--- config.mk ---
export PLATFORM = sky130hd
export DESIGN_NAME = life_grid_engine_flat
export DESIGN_NICKNAME = d
export VERILOG_FILES = /design/src/rtl/life_grid_engine_if.sv /design/src/rtl/life_grid_engine.sv /design/src/flat_wrapper.sv
export SDC_FILE = /design/constraint.sdc
export NUM_CORES = 1
export LEC_CHECK = 0
export ABC_CLOCK_PERIOD_IN_PS = 5850
export BUFFER_PORTS_ARGS = -buffer_cell sky130_fd_sc_hd__buf_4
export CAP_MARGIN = 20
export CORE_MARGIN = 1.5
export CORE_UTILIZATION = 63
export DETAILED_ROUTE_END_ITERATION = 6
export PLACE_DENSITY = 0.85
export SLEW_MARGIN = 5
export SYNTH_ARGS = -nofsm -noshare
export SYNTH_HDL_FRONTEND = slang
export SYNTH_SLANG_ARGS = --single-unit
--- constraint.sdc ---
create_clock -name clk -period 5.85 [get_ports clk]
set_input_delay 0.8775 -clock clk [delete_from_list [all_inputs] [get_ports clk]]
set_output_delay 0.8775 -clock clk [all_outputs]
set_load 0.02 [all_outputs]
--- src/rtl/life_grid_engine_if.sv ---
// Control/status bundle between seed/switch logic (master) and the Life engine (slave).
interface life_grid_engine_if #(
    parameter int ROWS  = 8,
    parameter int COLS  = 8,
    parameter int GEN_W = 16
);
    logic                   on;
    logic                   step;
    logic                   load;
    logic                   wrap;
    logic [ROWS*COLS-1:0]   seed;
    logic [ROWS*COLS-1:0]   display;
    logic [GEN_W-1:0]       gen_count;
    logic                   stable;
    logic                   extinct;
    logic                   running;

    modport master (
        output on, step, load, wrap, seed,
        input  display, gen_count, stable, extinct, running
    );

    modport slave (
        input  on, step, load, wrap, seed,
        output display, gen_count, stable, extinct, running
    );
endinterface

--- src/rtl/life_grid_engine.sv ---
// Parametrised B3/S23 Game of Life engine with toroidal/dead-edge boundary,
// rate division, single-step, seed load and stable/extinct detection.
module life_grid_engine #(
    parameter int ROWS           = 8,
    parameter int COLS           = 8,
    parameter int TICK_DIV       = 1,
    parameter int GEN_W          = 16,
    parameter int HALT_ON_STABLE = 1
) (
    input  logic                clk,
    input  logic                reset,
    life_grid_engine_if.slave   bus
);
    localparam int N  = ROWS * COLS;
    localparam int TW = (TICK_DIV > 1) ? $clog2(TICK_DIV) : 1;

    localparam logic [1:0] S_IDLE = 2'd0;
    localparam logic [1:0] S_RUN  = 2'd1;
    localparam logic [1:0] S_HALT = 2'd2;

    logic [1:0]       state_q,   state_d;
    logic [TW-1:0]    tick_q,    tick_d;
    logic [N-1:0]     display_q, display_d;
    logic [GEN_W-1:0] gen_q,     gen_d;
    logic             stable_q,  stable_d;
    logic             extinct_q, extinct_d;
    logic [N-1:0]     next_grid;
    logic             advance;

    // Neighbour taps are resolved at elaboration; only edge taps depend on wrap.
    for (genvar gi = 0; gi < ROWS; gi++) begin : g_row
        for (genvar gj = 0; gj < COLS; gj++) begin : g_col
            localparam int IDX = N - 1 - (gi * COLS + gj);
            logic [8:0] nb;
            logic [3:0] cnt;

            for (genvar gk = 0; gk < 9; gk++) begin : g_nb
                localparam int  DR     = gk / 3 - 1;
                localparam int  DC     = gk % 3 - 1;
                localparam int  RR     = (gi + DR + ROWS) % ROWS;
                localparam int  CC     = (gj + DC + COLS) % COLS;
                localparam bit  INSIDE = (gi + DR >= 0) && (gi + DR < ROWS) &&
                                         (gj + DC >= 0) && (gj + DC < COLS);
                if (gk == 4) begin : g_self
                    assign nb[gk] = 1'b0;
                end else if (INSIDE) begin : g_in
                    assign nb[gk] = display_q[N - 1 - (RR * COLS + CC)];
                end else begin : g_edge
                    assign nb[gk] = bus.wrap & display_q[N - 1 - (RR * COLS + CC)];
                end
            end

            always_comb begin
                cnt = '0;
                for (int k = 0; k < 9; k++) cnt = cnt + {3'b000, nb[k]};
            end

            assign next_grid[IDX] = (cnt == 4'd3) | (display_q[IDX] & (cnt == 4'd2));
        end
    end

    always_comb begin
        state_d   = state_q;
        tick_d    = tick_q;
        display_d = display_q;
        gen_d     = gen_q;
        stable_d  = stable_q;
        extinct_d = extinct_q;
        advance   = 1'b0;

        if (bus.load) begin
            display_d = bus.seed;
            gen_d     = '0;
            stable_d  = 1'b0;
            extinct_d = (bus.seed == '0);
            tick_d    = '0;
            state_d   = S_IDLE;
        end else begin
            case (state_q)
                S_IDLE: begin
                    advance = bus.step;
                    if (bus.on) begin
                        state_d = S_RUN;
                        tick_d  = '0;
                    end
                end
                S_RUN: begin
                    if (!bus.on) begin
                        state_d = S_IDLE;
                    end else if (tick_q == TW'(TICK_DIV - 1)) begin
                        advance = 1'b1;
                        tick_d  = '0;
                    end else begin
                        tick_d  = tick_q + TW'(1);
                    end
                end
                S_HALT: begin
                    if (!bus.on) state_d = S_IDLE;
                end
                default: state_d = S_IDLE;
            endcase

            if (advance) begin
                display_d = next_grid;
                gen_d     = (gen_q == '1) ? gen_q : gen_q + GEN_W'(1);
                stable_d  = (next_grid == display_q);
                extinct_d = (next_grid == '0);
                if (state_q == S_RUN && HALT_ON_STABLE != 0 && next_grid == display_q)
                    state_d = S_HALT;
            end
        end
    end

    always_ff @(posedge clk or posedge reset) begin
        if (reset) begin
            state_q   <= S_IDLE;
            tick_q    <= '0;
            display_q <= '0;
            gen_q     <= '0;
            stable_q  <= 1'b0;
            extinct_q <= 1'b0;
        end else begin
            state_q   <= state_d;
            tick_q    <= tick_d;
            display_q <= display_d;
            gen_q     <= gen_d;
            stable_q  <= stable_d;
            extinct_q <= extinct_d;
        end
    end

    assign bus.display   = display_q;
    assign bus.gen_count = gen_q;
    assign bus.stable    = stable_q;
    assign bus.extinct   = extinct_q;
    assign bus.running   = (state_q == S_RUN);
endmodule

--- src/flat_wrapper.sv ---
// flat-port wrapper written by rule: the top's interface ports become plain ports
module life_grid_engine_flat 
#(
    parameter int ROWS           = 8,
    parameter int COLS           = 8,
    parameter int TICK_DIV       = 1,
    parameter int GEN_W          = 16,
    parameter int HALT_ON_STABLE = 1
)
  (clk, reset, bus_on, bus_step, bus_load, bus_wrap, bus_seed, bus_display, bus_gen_count, bus_stable, bus_extinct, bus_running);
  life_grid_engine_if #(.ROWS(ROWS), .COLS(COLS), .GEN_W(GEN_W)) bus_i ();
  input  logic clk;
  input  logic reset;
  input wire logic [$bits(bus_i.on)-1:0] bus_on;
  input wire logic [$bits(bus_i.step)-1:0] bus_step;
  input wire logic [$bits(bus_i.load)-1:0] bus_load;
  input wire logic [$bits(bus_i.wrap)-1:0] bus_wrap;
  input wire logic [$bits(bus_i.seed)-1:0] bus_seed;
  output wire logic [$bits(bus_i.display)-1:0] bus_display;
  output wire logic [$bits(bus_i.gen_count)-1:0] bus_gen_count;
  output wire logic [$bits(bus_i.stable)-1:0] bus_stable;
  output wire logic [$bits(bus_i.extinct)-1:0] bus_extinct;
  output wire logic [$bits(bus_i.running)-1:0] bus_running;
  assign bus_i.on = bus_on;
  assign bus_i.step = bus_step;
  assign bus_i.load = bus_load;
  assign bus_i.wrap = bus_wrap;
  assign bus_i.seed = bus_seed;
  assign bus_display = bus_i.display;
  assign bus_gen_count = bus_i.gen_count;
  assign bus_stable = bus_i.stable;
  assign bus_extinct = bus_i.extinct;
  assign bus_running = bus_i.running;
  life_grid_engine #(.ROWS(ROWS), .COLS(COLS), .TICK_DIV(TICK_DIV), .GEN_W(GEN_W), .HALT_ON_STABLE(HALT_ON_STABLE)) u_core (.clk(clk), .reset(reset), .bus(bus_i));
endmodule
==> flow_summary.json <==
{
  "status": "complete, but fails checks",
  "violations": "DRC",
  "post_drt_wl_per_cell_um": 29.1,
  "path_delay_family": "adder cells",
  "coreArea_mm2": 0.0277,
  "r2r-end": "u_core.state_q[0]",
  "fin_setup_tns_ps": 0,
  "period_share_pct": 98.4,
  "grt.total_usage_pct": 55.1,
  "cts_buffer_depth": 2,
  "die_y_um": 171,
  "clk-insertion-delay-late_ps": 390,
  "antenna_found_initial": 5,
  "nets": 2809,
  "drv_cap": 0,
  "row_count": 61,
  "cts.reportedPaths.clkPinSlew_ps": 80,
  "tightest_slew_ps": 1210,
  "fin_skew_ps": 14.8,
  "area_growth_syn_to_layout_pct": 13.9,
  "ff2ff_setup_slack_ps": 100,
  "n_fill_cell": 2124,
  "slew_headroom_pct": 18.6,
  "die_area_mm2": 0.0291,
  "cts_tree": "done",
  "seq_area_frac_synth_pct": 11.9,
  "ant_nets": 0,
  "num_io_pins": 153,
  "fin_ws_ps": 95.9,
  "ff2ff_path_depth": 16,
  "cts.sinks": 84,
  "ys.flop_type": "dfrtp_1",
  "grt_pass1_wl_mm": 113,
  "cp-end-kind": "flip-flop",
  "async_flop_share_pct": 100,
  "path_buf_inv": 5,
  "max_stage_delay_ps": 600,
  "hp-class": "input port to asynchronous set/reset pin",
  "yosys-top-cells-area": "fa_1 (28%), ha_1 (14%), dfrtp_1 (12%)",
  "drt_pass1_iterations": 7,
  "ys_seq_elements": 84,
  "num_vias": 18070,
  "fp.dieW_um": 171,
  "worst-setup-path-type": "flip-flop to flip-flop",
  "startpoint_type": "flip-flop",
  "yosysTopAreaCellShare_pct": 27.9,
  "worst_ep_arrival_time_ps": 5980,
  "cp_cell_sequence": "buf_4 -> inv_1 -> fa_1 -> fa_1 -> inv_1 -> fa_1 -> inv_1 -> fa_1 -> nor4b_1 -> a22oi_1 -> a21oi_2 -> nand4_1 -> nor4_1 -> buf_4 -> nand4_1 -> nor4b_1",
  "layout_commonest_cell": "inv_1",
  "rsz0062_at_grt": "false",
  "drv_slew": 0,
  "grt_pass1_vias": 17987,
  "period_minus_slack_ps": 5750,
  "cts-hold-fix-buffers": 0,
  "syn_area_mm2": 0.0177,
  "start_util_pct": 63.9,
  "synthCells": 2085,
  "setup_violations": 0,
  "crit_top_cell": "fa_1",
  "synth_area_leader_cell": "fa_1",
  "mostFrequentLayoutCells": "inv_1 (467), fa_1 (247), buf_4 (237)",
  "grt_max_degree": 81,
  "r2r-start": "u_core.bus.display[22]",
  "routed_wl_mm": 78.0,
  "design_area_mm2": 0.0202,
  "cts_buffers": 9,
  "regArea_mm2": 0.00210,
  "clock.fmax_mhz": 174,
  "dpl_cell_area_mm2": 0.0198,
  "overflow": 0,
  "hold_violations": 0,
  "syn_nets": 2602,
  "yosysUniqueCellTypes": 77,
  "preCtsSetupSlack_ps": 102,
  "cts_root_buf": "clkbuf_16",
  "critical_path_required_ps": 6070,
  "gp_congestion": 1.12,
  "dpl.hpwl_mm": 64.1,
  "multiInputGateArea_mm2": 0.0137,
  "drt-initial-drc-count": 2397,
  "path_max_fanout": 6,
  "port_buffers": 152,
  "cts-htree-levels": 3,
  "slowest_stage": "dfrtp_1",
  "drive_gt1_share_pct": 12.1,
  "post-route-drc-count": 7,
  "routed_via_density": 6.75,
  "synth-edff-count": 0,
  "synth.avg_cell_area_um2": 8.49,
  "yosysWarnings": 0
}
==> state kept, by name, summed over array words and instances, names as in the netlist <==
register and flops:
u_core.bus.extinct 1, u_core.bus.stable 1, u_core.bus.gen_count 16, u_core.bus.display 64, u_core.state_q 2
==> how the worst max path moves through the flow <==
stage | end | from | cells after the start
after floorplan | u_core.state_q[0] | bus_wrap | 19
after CTS | u_core.state_q[0] | u_core.bus.display[22] | 16
after global routing | u_core.state_q[0] | bus_wrap | 19
after detailed placement | u_core.state_q[0] | bus_wrap | 19
final | u_core.state_q[0] | u_core.bus.display[22] | 16
after global placement | u_core.state_q[0] | bus_wrap | 19
==> logic make-up (layout without fill, tap and decap cells) <==
| family | after synthesis | count (layout) | synth area share [%] |
|---|---|---|---|
| buf+inv | 515 | 727 | 11.0 |
| mux | 28 | 28 | 1.64 |
| xor+xnor | 29 | 29 | 1.44 |
| compound gates | 369 | 369 | 13.6 |
| simple gates | 613 | 613 | 18.4 |
| other cells | 0 | 4 | 0 |
| flops | 84 | 84 | 11.9 |
| fa+ha+maj | 447 | 447 | 42.1 |
==> synthesized netlist by cell type (18+ instances only) <==
cell	number
nand3_1	49
nor2_1	154
a21o_1	23
nor4b_1	28
inv_1	468
ha_1	200
o21ai_0	74
a211oi_1	46
nor3b_1	42
nor2b_1	26
a21oi_1	97
xor2_1	20
nor4_1	32
clkbuf_1	38
nand4_1	24
nand2b_1	33
and2_1	18
fa_1	247
dfrtp_1	84
a22oi_1	21
nand2_1	135
mux2i_1	20
==> per-stage QoR <==
step / hold slack (ps) / cells / util (%)
after global routing: 484 / 2675 / 72.7
after global placement: 544 / 2658 / 71.5
after floorplan: 561 / 2085 / -
final: 459 / 2679 / 72.7
after CTS: 468 / 2674 / 72.7
after detailed placement: 546 / 2658 / 71.5
==> what timing repair did <==
action / CTS / global route
endpoints found under the hold margin: 0 / 0
setup endpoints to repair: 0 / 1
resized for setup: 0 / 1
buffers inserted: 0 / 0
==> cell type report <==
class	instances	area share (%)
multi-input cells	1486	67.8
flip-flops and latches	84	10.4
repair buffers	239	8.95
inverters	472	8.80
well taps	378	2.35
clock buffers	9	1.12
clock inverters	7	0.509
diodes	4	0.0497
==> routing by layer <==
metal,track usage [%],wire [um]
met1,64.2,26600
met2,78.0,31500
met3,24.7,11900
met4,44.7,7920
met5,1.04,82
==> worst register-to-register path, delay by kind of cell (launching register included) <==
family	cells	cell delay [ps]
adder cells (fa/ha/maj)	4	1890
AND/OR/NAND/NOR	5	1340
buffers and inverters	5	1070
AO/OA/AOI/OAI	2	690
flip-flops	1	600
Power is left out: the tool's default activity adds up to more than one toggle a clock period on the data nets, which glitch-free logic cannot reach.
